[config.mk]
export PLATFORM = sky130hd
export DESIGN_NAME = alu_arbiter
export DESIGN_NICKNAME = d
export VERILOG_FILES = /design/src/rtl/alu_arbiter.sv
export SDC_FILE = /design/constraint.sdc
export NUM_CORES = 1
export LEC_CHECK = 0
export ABC_AREA = 1
export BUFFER_PORTS_ARGS = -buffer_cell sky130_fd_sc_hd__buf_2
export CORE_UTILIZATION = 40
export DETAILED_ROUTE_END_ITERATION = 10
export GPL_TIMING_DRIVEN = 0
export PLACE_DENSITY_LB_ADDON = 0.2
export SLEW_MARGIN = 10
export SYNTH_ARGS = -nofsm -noshare
export SYNTH_HDL_FRONTEND = slang
export SYNTH_SLANG_ARGS = --single-unit
[constraint.sdc]
create_clock -name I_clk -period 1.52 [get_ports I_clk]
set_input_delay 0.304 -clock I_clk [delete_from_list [all_inputs] [get_ports I_clk]]
set_output_delay 0.304 -clock I_clk [all_outputs]
set_load 0.02 [all_outputs]
[src/rtl/alu_arbiter.sv]
// rtl/alu_arbiter.sv - shares one integer ALU between two requesters with busy tracking.
// Define ALU_ARB_RR_EN for round-robin arbitration; default is fixed priority (port 0 first).
module alu_arbiter #(
  parameter int XLEN = 32,
  parameter int OPW  = 4
) (
  input  logic            I_clk,
  input  logic            I_reset,
  input  logic            I_req0,
  input  logic            I_req1,
  input  logic [OPW-1:0]  I_op0,
  input  logic [OPW-1:0]  I_op1,
  input  logic [XLEN-1:0] I_a0,
  input  logic [XLEN-1:0] I_a1,
  input  logic [XLEN-1:0] I_b0,
  input  logic [XLEN-1:0] I_b1,
  output logic            O_gnt0,
  output logic            O_gnt1,
  output logic            O_done0,
  output logic            O_done1,
  output logic [XLEN-1:0] O_rdata,
  output logic            O_lt,
  output logic            O_ltu,
  output logic            O_eq,
  output logic            O_busy,
  output logic            O_alu_en,
  output logic [OPW-1:0]  O_alu_op,
  output logic [XLEN-1:0] O_alu_s1,
  output logic [XLEN-1:0] O_alu_s2,
  input  logic            I_alu_busy,
  input  logic [XLEN-1:0] I_alu_data,
  input  logic            I_alu_lt,
  input  logic            I_alu_ltu,
  input  logic            I_alu_eq
);

  typedef enum logic [1:0] {S_IDLE, S_EXEC, S_WAIT} state_t;

  state_t            state_q, state_d;
  logic              owner_q, owner_d;
  logic [OPW-1:0]    op_q, op_d;
  logic [XLEN-1:0]   a_q, a_d, b_q, b_d;
  logic [XLEN-1:0]   rdata_q, rdata_d;
  logic              lt_q, lt_d, ltu_q, ltu_d, eq_q, eq_d;
  logic [1:0]        done_q, done_d;
  logic              grant;
  logic              win;

  assign grant = (state_q == S_IDLE) && (I_req0 || I_req1) && !I_reset;

`ifdef ALU_ARB_RR_EN
  logic ptr_q;

  // On a conflict the port that was not granted last wins.
  always_comb begin
    win = ~I_req0;
    if (I_req0 && I_req1) win = ~ptr_q;
  end

  always_ff @(posedge I_clk) begin
    if (I_reset)    ptr_q <= 1'b1;
    else if (grant) ptr_q <= win;
  end
`else
  always_comb win = ~I_req0;
`endif

  always_comb begin
    state_d = state_q;
    owner_d = owner_q;
    op_d    = op_q;
    a_d     = a_q;
    b_d     = b_q;
    rdata_d = rdata_q;
    lt_d    = lt_q;
    ltu_d   = ltu_q;
    eq_d    = eq_q;
    done_d  = 2'b00;
    case (state_q)
      S_IDLE: begin
        if (grant) begin
          owner_d = win;
          op_d    = win ? I_op1 : I_op0;
          a_d     = win ? I_a1  : I_a0;
          b_d     = win ? I_b1  : I_b0;
          state_d = S_EXEC;
        end
      end
      S_EXEC: state_d = S_WAIT;
      S_WAIT: begin
        if (!I_alu_busy) begin
          rdata_d = I_alu_data;
          lt_d    = I_alu_lt;
          ltu_d   = I_alu_ltu;
          eq_d    = I_alu_eq;
          done_d  = owner_q ? 2'b10 : 2'b01;
          state_d = S_IDLE;
        end
      end
      default: state_d = S_IDLE;
    endcase
  end

  always_ff @(posedge I_clk) begin
    if (I_reset) begin
      state_q <= S_IDLE;
      owner_q <= 1'b0;
      op_q    <= '0;
      a_q     <= '0;
      b_q     <= '0;
      rdata_q <= '0;
      lt_q    <= 1'b0;
      ltu_q   <= 1'b0;
      eq_q    <= 1'b0;
      done_q  <= 2'b00;
    end else begin
      state_q <= state_d;
      owner_q <= owner_d;
      op_q    <= op_d;
      a_q     <= a_d;
      b_q     <= b_d;
      rdata_q <= rdata_d;
      lt_q    <= lt_d;
      ltu_q   <= ltu_d;
      eq_q    <= eq_d;
      done_q  <= done_d;
    end
  end

  // Enable follows ALU busy in WAIT so a finished shift is never restarted.
  assign O_alu_en = (state_q == S_EXEC) || ((state_q == S_WAIT) && I_alu_busy);
  assign O_gnt0   = grant && !win;
  assign O_gnt1   = grant && win;
  assign O_done0  = done_q[0];
  assign O_done1  = done_q[1];
  assign O_busy   = (state_q != S_IDLE);
  assign O_alu_op = op_q;
  assign O_alu_s1 = a_q;
  assign O_alu_s2 = b_q;
  assign O_rdata  = rdata_q;
  assign O_lt     = lt_q;
  assign O_ltu    = ltu_q;
  assign O_eq     = eq_q;

endmodule
# Yosys cells after proc, flatten, opt, wreduce, memory -nomap -nowiden
# Cells that the tools add are included.
[word_totals] regBits=108 out_inout_bits=109 in_bits=176 wordCells=38
[op_classes] n_bitwise=3 mux=7 eq_ne=4 n_reduce_logical=14
[op_table] op="32-bit two-way mux" n=2
[op_table] op="2-bit two-way mux" n=3
[op_table] op="2-bit one-hot mux with 3 select lines" n=1
[op_table] op="2-bit AND reduction" n=3
[op_table] op="1-bit logical AND" n=5
[op_table] op="4-bit two-way mux" n=1
[op_table] op="2-bit inequality test (second input constant)" n=2
[op_table] op="1-bit inverter" n=3
[op_table] op="3-bit OR reduction" n=1
[op_table] op="2-bit by 1-bit equality test with 1-bit output (second input constant)" n=1
[op_table] op="2-bit equality test (second input constant)" n=1
[op_table] op="2-bit zero test" n=1
[op_table] op="1-bit logical OR" n=2
[op_table] op="2-bit nonzero test" n=1
[op_table] op="1-bit zero test" n=1

# Logic depth before layout (Yosys ltp)
# Gate-level depths: netlist of the first run.
[depth] depth_word=5 mapped_depth=8 ltp_nobuf=6

# Least setup slack after synthesis of the first run
# Ideal clock, no wire load.
[synth_timing] kind="input to output" startpoint="in I_reset" endpoint="out O_gnt0" path_slack_ns=0.068 n_path_buf=2 arrival_ns=1.148 required_ns=1.216 stages=5 cell_sequence="buf_2 inv_2 nand3_2 buf_2 nor2_1"
[synth_between] elab_chain_len=3
[synth_lines] item="from (decl)" line="8" text="input logic I_reset,"
[synth_lines] item="1-bit zero test" line="49" text="assign grant = (state_q == S_IDLE) && (I_req0 || I_req1) && !I_reset;"
[synth_lines] item="1-bit logical AND" line="49"
[synth_lines] item="1-bit logical AND" line="132" text="assign O_gnt0 = grant && !win;"
[synth_lines] item="to (decl)" line="17" text="output logic O_gnt0,"
# Every way passes these cells.

# Final worst setup path of the first run
[layout_timing] startpoint="reg state_q[0]" endpoint="out O_gnt0"
[layout_between] elab_chain_len=4
[layout_lines] item="from (decl)" line="39" text="state_t state_q, state_d;"
[layout_lines] item="from (signal assigned)" line="117" text="state_q <= state_d;"
[layout_lines] item="2-bit zero test" line="49"
[layout_lines] item="1-bit logical AND (2 in series)" line="49"
[layout_lines] item="1-bit logical AND" line="132"
# Every way passes these cells.

==> impl_metrics.yaml, run 1 <==
status:
  outcome: "complete, but fails checks"
  failing_checks: "setup timing"
worst_setup_path:
  timing.critical_path.slowest_cell_delay_ps: 330
  worst-endpoint-arrival_ps: 1270
  worst_ep_required_time_ps: 1220
  timing.critical_path.cells: "nor2_2 > nand3_2 > buf_6 > nor2_2 > buf_6"
  path_class: "flip-flop to output port"
  setup.worst_path.start_class: "flip-flop"
  worst_r2r_startpoint: "state_q[0]$_SDFFE_PP0P_"
  cp_slowest_cell: "sky130_fd_sc_hd__dfxtp_2"
  path_max_fanout: 3
  timing.critical_path.from: "state_q[0]$_SDFFE_PP0P_"
  worstSetupEndpointType: "output port"
global_route:
  pin_count_of_the_biggest_net_entering_global_routing: 19
  grt.overflow.total: 0
  first_global_vias: 4844
  globalRouteTotalUtil: 0.239
  grt_antenna_before_repair: 0
  wire_length_of_the_first_global_routing_pass_um: 22500
route:
  detailroute.via_count: 5449
  postRouteWirelength_um: 14900
  drt_pre_antenna_iters: 5
  postRouteAntennaNets: 0
  route.detailed.vias_per_inst: 4.75
  average_detailed_routed_wire_length_per_instance_um: 13.0
  drc_errors: 0
  detailed_router_s_first_iteration_violation_count: 291
yosys:
  seq_total_area_yosys: 0.461
  synth-main-ff-cell: "sky130_fd_sc_hd__dfxtp_1"
  post_syn_area_sq_um: 4690
  yosys_warnings: 0
  synth_area_leaders: "sky130_fd_sc_hd__dfxtp_1 (46%), sky130_fd_sc_hd__nand2_1 (28%), sky130_fd_sc_hd__a21oi_1 (11%)"
  asyncSetResetFlopFracSynth: 0
  post_synth.cell_area_avg_sq_um: 6.69
  synth_net_count: 877
  yosys.cell_count.top_type: "sky130_fd_sc_hd__nand2_1"
  synth_edf_count: 0
  synth_top_area_share: 0.461
  syn-instance-count: 701
  synth.top_cells.by_count: "sky130_fd_sc_hd__nand2_1 (347), sky130_fd_sc_hd__dfxtp_1 (108), sky130_fd_sc_hd__a21oi_1 (104), sky130_fd_sc_hd__nand3_1 (69), sky130_fd_sc_hd__buf_2 (31)"
  yosysTopAreaCell: "sky130_fd_sc_hd__dfxtp_1"
  synth-seq-cells: 108
  synth_cell_types: 19
timing:
  post-route-period-util: 1.03
  fmax_mhz: 637
  relSlewSlack: 0.678
  grt_setup_unrepaired: "true"
  finalWorstSetupSlack_ps: -49.3
  worst_slew_pin_slew_ps: 484
  final.setup_skew_ps: 6.89
  final-hold-violation-count: 0
  period_needed_ps: 1570
  report.final.slew_viol_count: 0
  setup-violations-final: 2
  setup_tns_ps: -96.5
flow_run:
  max-cap-violations: 0
pwr:
  power_density_nw_per_um2: 1020
  max-vdd-ir-drop_uv: 491
  p_leak_nw: 3.46
cts:
  tritoncts_clock_tree: "yes"
  clkLatencyLatePin_ps: 350
  clk_pin_slew_ps: 80
  cts_buffers: 9
  cts_max_path_buffers: 2
  ctsHtreeMaxLevel: 3
  cts.sink_count: 108
  clk_root_buffer_cell: "sky130_fd_sc_hd__clkbuf_16"
cells_and_area:
  drive_gt1_frac: 0.354
  postLayoutCellArea_sq_um: 6700
  fin_nets: 1176
  final_util: 0.587
  area_delta_synth_final_pct: 43.0
  antenna_cells_inserted: 0
placement:
  placedInstanceArea_sq_um: 6280
  buffer_ports.inserted: 282
  gpl.final_weighted_congestion: 0.813
  pre_cts_slack_ps: -272
  dp.final_hpwl_um: 11500
floorplan:
  ios: 285
  core-area_sq_um: 11400
  start_util: 0.411
  die_x_extent_um: 110
  die-area_sq_um: 12200
  placement_rows: 39
  fp.dieH_um: 110
worst_hold_path:
  holdCritStartpoint: "I_alu_data[18]"
  min-delay-path-class: "input pin to flip-flop"
## through the flow
stage	hold slack, ps	power [mW]	cells
after floorplan	411	3.87	701
after detailed placement	451	4.42	1126
after CTS	192	6.85	1145
after global routing	191	7.18	1148
final	193	6.86	1148
after global placement	448	4.41	1126
## registers in the layout, indices dropped and copies added (netlist names)
signal,flops
done_q,2
O_alu_s2,32
state_q,2
O_lt,1
O_eq,1
O_rdata,32
O_ltu,1
O_alu_op,4
owner_q,1
O_alu_s1,32
## logic make-up after synthesis
family	Yosys count	synth area share
simple gates	425	0.363
flops	108	0.461
compound gates	105	0.112
buf+inv	63	0.0635
## critical path, delay by kind of cell, from the launching register on
family / cells / cell delay [ps]
buffers and inverters: 2 / 280
flip-flops: 1 / 330
AND/OR/NAND/NOR: 3 / 320
## cells in the final DEF, fill, tap and decap left out, types with 2 or more instances in the layout
cell	instances
sky130_fd_sc_hd__nand2_2	2
sky130_fd_sc_hd__buf_2	305
sky130_fd_sc_hd__inv_1	2
sky130_fd_sc_hd__clkbuf_1	14
sky130_fd_sc_hd__dfxtp_1	106
sky130_fd_sc_hd__clkbuf_2	2
sky130_fd_sc_hd__clkbuf_16	9
sky130_fd_sc_hd__nand2_1	345
sky130_fd_sc_hd__buf_1	3
sky130_fd_sc_hd__nor2_2	2
sky130_fd_sc_hd__nor2_1	2
sky130_fd_sc_hd__nand3_2	2
sky130_fd_sc_hd__inv_4	2
sky130_fd_sc_hd__dfxtp_2	2
sky130_fd_sc_hd__clkbuf_4	4
sky130_fd_sc_hd__buf_4	9
sky130_fd_sc_hd__buf_6	5
sky130_fd_sc_hd__clkinv_4	3
sky130_fd_sc_hd__a21oi_1	104
sky130_fd_sc_hd__nand3_1	68
sky130_fd_sc_hd__inv_2	3
## timing repair
| action | in CTS | in global routing |
|---|---|---|
| endpoints found under the setup margin | 2 | 48 |
| gates resized for setup | 11 | 19 |
| pin swaps | 2 | 3 |
| setup buffers | 3 | 3 |
| hold buffers | 0 | 0 |
## power by group
| part | total [mW] | internal (mW) | leakage, nW | switching (mW) |
|---|---|---|---|---|
| Combinational | 1.37 | 0.550 | 2.43 | 0.822 |
| Clock | 2.45 | 1.34 | 0.149 | 1.11 |
| Sequential | 3.05 | 2.97 | 0.880 | 0.0715 |
## final cells by class
class / instances / area, sq um
tap: 143 / 179
sequential: 108 / 2160
inverter: 8 / 35.0
clock buffer: 10 / 239
clock inverter: 6 / 72.6
buffer: 55 / 294
multi-input combinational: 530 / 2240
fill: 1191 / 4710
timing repair buffer: 288 / 1480
## worst paths after layout
path,end,slack [ps],depth (start not counted)
max,O_gnt0,-50,5
max reg2reg,O_alu_s2[29]$_SDFFE_PP0P_,130,8
min,O_rdata[18]$_SDFFE_PP0P_,190,3
min reg2reg,O_eq$_SDFFE_PP0P_,460,2
## layer usage
metal / GRT usage / wire length (um) / vias up
li1: - / - / 2830
met1: 0.274 / 6390 / 2401
met2: 0.424 / 7050 / 191
met3: 0.0629 / 1120 / 27
met4: 0.0902 / 379 / 0
met5: 0 / 0 / -
(Power assumes the default switching activity.)
==> run 2, diff against run 1 <==
--- a/config.mk
+++ b/config.mk
@@ -10,7 +10,7 @@
 export CORE_UTILIZATION = 40
 export DETAILED_ROUTE_END_ITERATION = 10
 export GPL_TIMING_DRIVEN = 0
-export PLACE_DENSITY_LB_ADDON = 0.2
+export PLACE_DENSITY = 0.83
 export SLEW_MARGIN = 10
 export SYNTH_ARGS = -nofsm -noshare
 export SYNTH_HDL_FRONTEND = slang
==> run 2 against run 1 <==
The flow still finishes with violations (setup timing). Flip-flop and latch count unchanged. Core utilization shrank 0.077 points. Clock skew increased by 5.2 ps. Via count up 0.75%. Total power fell by 2.5%. Non-clock buffer count grew 1. First-iteration DRC count down 1.4%. Combinational power hardly changed. Register-to-register slack worse by 50 ps. Largest cell class unchanged. Highest routed layer unchanged.
==> impl_metrics.yaml, run 2 (same netlist as run 1, synthesis figures left out) <==
status:
  outcome: "complete, but fails checks"
  failing_checks: "setup timing"
placement:
  buffer_ports.inserted: 282
  pre_cts_slack_ps: -258
  placedInstanceArea_sq_um: 6280
  gpl.final_weighted_congestion: 0.852
  dp.final_hpwl_um: 11900
worst_hold_path:
  min-delay-path-class: "input pin to flip-flop"
  hold_path_end: "O_rdata[10]$_SDFFE_PP0P_"
  worst_hold_path.num_cells: 3
  holdCritStartpoint: "I_alu_data[10]"
floorplan:
  die-area_sq_um: 12200
  ios: 285
  fp.dieH_um: 110
  die_x_extent_um: 110
  core-area_sq_um: 11400
  placement_rows: 39
  start_util: 0.411
cells_and_area:
  mostFrequentLayoutCell: "sky130_fd_sc_hd__nand2_1"
  layout.filler_cells: 1111
  most-common-layout-cells: "sky130_fd_sc_hd__nand2_1 (345), sky130_fd_sc_hd__buf_2 (304), sky130_fd_sc_hd__dfxtp_1 (106)"
  fin_nets: 1177
  drive_gt1_frac: 0.355
  antenna_cells_inserted: 0
  postLayoutCellArea_sq_um: 6700
  final_util: 0.586
  area_delta_synth_final_pct: 42.8
worst_setup_path:
  worst_r2r_startpoint: "state_q[0]$_SDFFE_PP0P_"
  timing.critical_path.slowest_cell_delay_ps: 340
  timing.reg2reg.setup_slack_ps: 80
  worst_ep_required_time_ps: 1220
  path_class: "flip-flop to output port"
  r2r.worst_path.cells: 8
  critPathMostFrequentCell: "sky130_fd_sc_hd__buf_6"
  timing.critical_path.cells: "nor2_4 > nand3_2 > buf_6 > inv_4 > nand2_2 > inv_2 > buf_6"
  worstSetupEndpointType: "output port"
  cp_slowest_cell: "sky130_fd_sc_hd__dfxtp_2"
  setup.worst_path.start_class: "flip-flop"
  path_max_fanout: 7
  worstReg2RegEnd: "O_alu_s1[2]$_SDFFE_PP0P_"
  path_delay_family: "buffers and inverters"
  worstPathBufferInverterCount: 4
  worst-endpoint-arrival_ps: 1280
cts:
  ctsHtreeMaxLevel: 3
  cts_max_path_buffers: 2
  clkLatencyLatePin_ps: 340
  hold_buf_cts: 0
  clk_pin_slew_ps: 80
  tritoncts_clock_tree: "yes"
  cts_buffers: 9
  cts.sink_count: 108
  clk_root_buffer_cell: "sky130_fd_sc_hd__clkbuf_16"
route:
  met1_length_um: 6710
  drt_pre_antenna_iters: 7
  detailroute.via_count: 5490
  detailed_router_s_first_iteration_violation_count: 287
  met3_wirelength_um: 1060
  postRouteAntennaNets: 0
  dr_wl_met2_um: 7710
  postRouteWirelength_um: 15600
  drc_errors: 0
  average_detailed_routed_wire_length_per_instance_um: 13.6
  route.detailed.vias_per_inst: 4.78
  maxUsedRoutingLayer: "met4"
timing:
  post-route-period-util: 1.04
  period_needed_ps: 1580
  final.setup_skew_ps: 12.0
  worst_slew_pin_slew_ps: 684
  setup-violations-final: 2
  fmax_mhz: 632
  final-hold-violation-count: 0
  grt_setup_unrepaired: "true"
  report.final.slew_viol_count: 0
  relSlewSlack: 0.544
  finalWorstSetupSlack_ps: -62.8
global_route:
  grt_antenna_before_repair: 0
  first_global_vias: 4996
  pin_count_of_the_biggest_net_entering_global_routing: 20
  grt.overflow.total: 0
  globalRouteTotalUtil: 0.249
  wire_length_of_the_first_global_routing_pass_um: 23600
pwr:
  p_leak_nw: 3.45
  max-vdd-ir-drop_uv: 620
  power_density_nw_per_um2: 999
flow_run:
  max-cap-violations: 0
## run 2: worst max path at each step
stage	startpoint	end	slack, ps	cells after the start
after floorplan	I_reset	O_gnt0	70	5
after global placement	I_req0	O_gnt1	-250	9
after detailed placement	I_req0	O_gnt1	-260	9
after CTS	state_q[0]$_SDFFE_PP0P_	O_gnt1	-110	7
after global routing	state_q[0]$_SDFFE_PP0P_	O_gnt1	-130	7
final	state_q[0]$_SDFFE_PP0P_	O_gnt1	-60	7
## run 2: final cells by class
class	instances	area, sq um	share of cell area
buffer	55	297	0.0443
clock buffer	10	229	0.0342
clock inverter	6	55.1	0.00822
inverter	8	32.5	0.00486
multi-input combinational	530	2250	0.336
sequential	108	2160	0.323
tap	143	179	0.0267
timing repair buffer	289	1490	0.222
## run 2: per-stage QoR
stage | hold WS, ps | total power, mW | setup TNS, ps | cells
4_1_cts | 189 | 6.71 | -231 | 1146
3_5_place_dp | 452 | 4.44 | -2390 | 1126
5_1_grt | 195 | 7.03 | -262 | 1149
3_3_place_gp | 439 | 4.42 | -1790 | 1126
2_1_floorplan | 411 | 3.87 | 0 | 701
6_report | 199 | 6.69 | -125 | 1149
## run 2: power by group
group / total [mW] / internal [mW] / switching [mW]
clock network: 2.24 / 1.15 / 1.09
registers: 3.05 / 2.97 / 0.0733
logic: 1.40 / 0.559 / 0.845
total: 6.69 / 4.68 / 2.01
## run 2: worst reg2reg max path: stages (launching register included)
cell,delay (ps)
sky130_fd_sc_hd__dfxtp_2,340
sky130_fd_sc_hd__buf_4,140
sky130_fd_sc_hd__inv_2,60
sky130_fd_sc_hd__nand2_2,80
sky130_fd_sc_hd__nor2_4,230
sky130_fd_sc_hd__buf_6,170
sky130_fd_sc_hd__buf_6,130
sky130_fd_sc_hd__nand3_1,90
sky130_fd_sc_hd__a21oi_1,150
## run 2: repair_timing
item	in CTS	in global routing
pin swaps	2	3
endpoints found under the hold margin	0	0
gates resized for setup	16	20
setup endpoints to repair	2	74
buffers inserted	4	3
## run 2: layer usage
layer | global-route usage | vias to the layer above
met4 | 0.0536 | 0
met1 | 0.302 | 2440
li1 | - | 2841
met3 | 0.0558 | 10
met2 | 0.449 | 199
met5 | 0 | -
==> run 3, diff against run 2 <==
--- a/config.mk
+++ b/config.mk
@@ -7,10 +7,12 @@
 export LEC_CHECK = 0
 export ABC_AREA = 1
 export BUFFER_PORTS_ARGS = -buffer_cell sky130_fd_sc_hd__buf_2
-export CORE_UTILIZATION = 40
+export CORE_AREA = 2 2 111 113
 export DETAILED_ROUTE_END_ITERATION = 10
+export DIE_AREA = 0 0 113 115
 export GPL_TIMING_DRIVEN = 0
 export PLACE_DENSITY = 0.83
+export SKIP_LAST_GASP = 1
 export SLEW_MARGIN = 10
 export SYNTH_ARGS = -nofsm -noshare
 export SYNTH_HDL_FRONTEND = slang
==> run 3 against run 2 <==
The flow finishes with violations (DRC, setup timing). Via count up 3.4%. Cell count is 0.61% higher. Total power grew 0.12%. Design area up 0.75%. Clock power is 2% lower. Global-route usage shrank 0.80 points. Largest cell class unchanged.
==> impl_metrics.yaml, run 3 (same netlist as run 1, synthesis figures left out) <==
status:
  outcome: "complete, but fails checks"
  failing_checks: "DRC, setup timing"
cells_and_area:
  drive_gt1_frac: 0.360
  antenna_cells_inserted: 0
  mostFrequentLayoutCell: "sky130_fd_sc_hd__nand2_1"
  layout.filler_cells: 1161
  postLayoutCellArea_sq_um: 6750
  area_delta_synth_final_pct: 43.8
  fin_nets: 1181
  most-common-layout-cells: "sky130_fd_sc_hd__nand2_1 (344), sky130_fd_sc_hd__buf_2 (304), sky130_fd_sc_hd__dfxtp_1 (106)"
  final_util: 0.571
worst_setup_path:
  path_class: "flip-flop to output port"
  worstPathBufferInverterCount: 4
  timing.reg2reg.setup_slack_ps: 60
  worst_r2r_startpoint: "state_q[1]$_SDFFE_PP0P_"
  r2r.worst_path.cells: 8
  worstSetupEndpointType: "output port"
  critPathMostFrequentCell: "sky130_fd_sc_hd__buf_6"
  path_delay_family: "buffers and inverters"
  timing.critical_path.cells: "nor2_4 > nand3_2 > buf_6 > inv_2 > nand2_1 > inv_1 > buf_6"
  cp_slowest_cell: "sky130_fd_sc_hd__dfxtp_2"
  worstReg2RegEnd: "O_alu_s1[1]$_SDFFE_PP0P_"
  setup.worst_path.start_class: "flip-flop"
  timing.critical_path.from: "state_q[0]$_SDFFE_PP0P_"
  timing.critical_path.slowest_cell_delay_ps: 340
  worstSetupPathDepth: 7
  worst_ep_required_time_ps: 1220
  endpoint: "O_gnt1"
  path_max_fanout: 4
  worst-endpoint-arrival_ps: 1310
floorplan:
  fp.dieH_um: 115
  core-area_sq_um: 11800
  die-area_sq_um: 13000
  die_x_extent_um: 113
  ios: 285
  start_util: 0.397
  placement_rows: 40
global_route:
  pin_count_of_the_biggest_net_entering_global_routing: 19
  grt_antenna_before_repair: 0
  first_global_vias: 5157
  grt.overflow.total: 0
  globalRouteTotalUtil: 0.241
  wire_length_of_the_first_global_routing_pass_um: 25100
placement:
  placedInstanceArea_sq_um: 6280
  gpl.final_weighted_congestion: 0.829
  buffer_ports.inserted: 282
  dp.final_hpwl_um: 12500
route:
  drc_errors: 19
  route.detailed.vias_per_inst: 4.91
  drt_pre_antenna_iters: 9
  postRouteAntennaNets: 0
  postRouteWirelength_um: 16400
  average_detailed_routed_wire_length_per_instance_um: 14.2
  detailed_router_s_first_iteration_violation_count: 326
  detailroute.via_count: 5678
timing:
  worst_slew_pin_slew_ps: 729
  final-hold-violation-count: 0
  relSlewSlack: 0.514
  hold-worst-slack_ps: 193
  period_needed_ps: 1610
  report.final.slew_viol_count: 0
  setup_tns_ps: -159
  grt_setup_unrepaired: "true"
  setup-violations-final: 2
  final.setup_skew_ps: 5.92
  fmax_mhz: 619
  finalWorstSetupSlack_ps: -94.8
  post-route-period-util: 1.06
cts:
  clk_root_buffer_cell: "sky130_fd_sc_hd__clkbuf_16"
  cts_max_path_buffers: 2
  ctsHtreeMaxLevel: 3
  clkLatencyLatePin_ps: 350
  cts.sink_count: 108
  tritoncts_clock_tree: "yes"
  hold_buf_cts: 0
  clk_pin_slew_ps: 70
  cts_buffers: 9
pwr:
  max-vdd-ir-drop_uv: 511
  totalPowerFinal_mw: 6.70
  p_leak_nw: 3.47
  power_density_nw_per_um2: 993
flow_run:
  max-cap-violations: 0
worst_hold_path:
  min-delay-path-class: "input pin to flip-flop"
## run 3: cell types whose count changed in the layout (fill, tap and decap cells not counted), moves of 2 or more
cell | previous run | this run
sky130_fd_sc_hd__nand3_2 | 1 | 3
sky130_fd_sc_hd__nand3_1 | 69 | 67
sky130_fd_sc_hd__buf_6 | 8 | 5
sky130_fd_sc_hd__buf_4 | 12 | 18
## run 3: worst min path at each step
stage / slack (ps) / start / depth (start not counted) / endpoint
after floorplan: 410 / owner_q$_SDFFE_PP0P_ / 1 / done_q[0]$_SDFF_PP0_
after global placement: 430 / owner_q$_SDFFE_PP0P_ / 1 / done_q[0]$_SDFF_PP0_
after detailed placement: 450 / owner_q$_SDFFE_PP0P_ / 1 / done_q[0]$_SDFF_PP0_
after CTS: 180 / I_alu_data[31] / 3 / O_rdata[31]$_SDFFE_PP0P_
after global routing: 180 / I_alu_data[1] / 3 / O_rdata[1]$_SDFFE_PP0P_
final: 190 / I_alu_data[31] / 3 / O_rdata[31]$_SDFFE_PP0P_
## run 3: power breakdown
group | internal [mW] | leakage (nW) | total (mW) | switching (mW)
clock network | 1.12 | 0.126 | 2.20 | 1.09
logic | 0.581 | 2.47 | 1.45 | 0.866
registers | 2.97 | 0.880 | 3.05 | 0.0723
## run 3: what timing repair did
item	CTS	global route
setup buffers	7	3
gates cloned	0	1
pin swaps	2	4
setup endpoints to repair	2	71
gates resized for setup	13	26
## run 3: metal layers
layer,track usage,up-vias,share of wire
met4,0.0870,0,0.023
met1,0.290,2568,0.41
li1,-,2846,-
met3,0.0474,32,0.072
met5,0,-,0
met2,0.432,232,0.50
## run 3: worst register-to-register path, stage by stage, from the launching register on
cell and delay (ps):
sky130_fd_sc_hd__dfxtp_4 350, sky130_fd_sc_hd__buf_4 140, sky130_fd_sc_hd__inv_2 70, sky130_fd_sc_hd__nand2_2 90, sky130_fd_sc_hd__nor2_4 200, sky130_fd_sc_hd__buf_6 170, sky130_fd_sc_hd__clkbuf_16 140, sky130_fd_sc_hd__nand3_1 70
sky130_fd_sc_hd__a21oi_1 150
## run 3: stage by stage
step	cells	setup slack (ps)
detailed placement	1130	-247
global route	1156	-141
finish	1156	-94.8
global placement	1130	-237
CTS	1152	-112
floorplan	701	67.9
## run 3: area by class of cell
cell class / instances / area [sq um] / share of cell area
clock buffer: 9 / 225 / 0.0334
timing repair buffer: 293 / 1530 / 0.227
inverter: 8 / 30.0 / 0.00445
clock inverter: 6 / 51.3 / 0.00761
sequential: 108 / 2170 / 0.321
multi-input combinational: 530 / 2260 / 0.335
buffer: 55 / 297 / 0.0440
tap: 147 / 184 / 0.0273
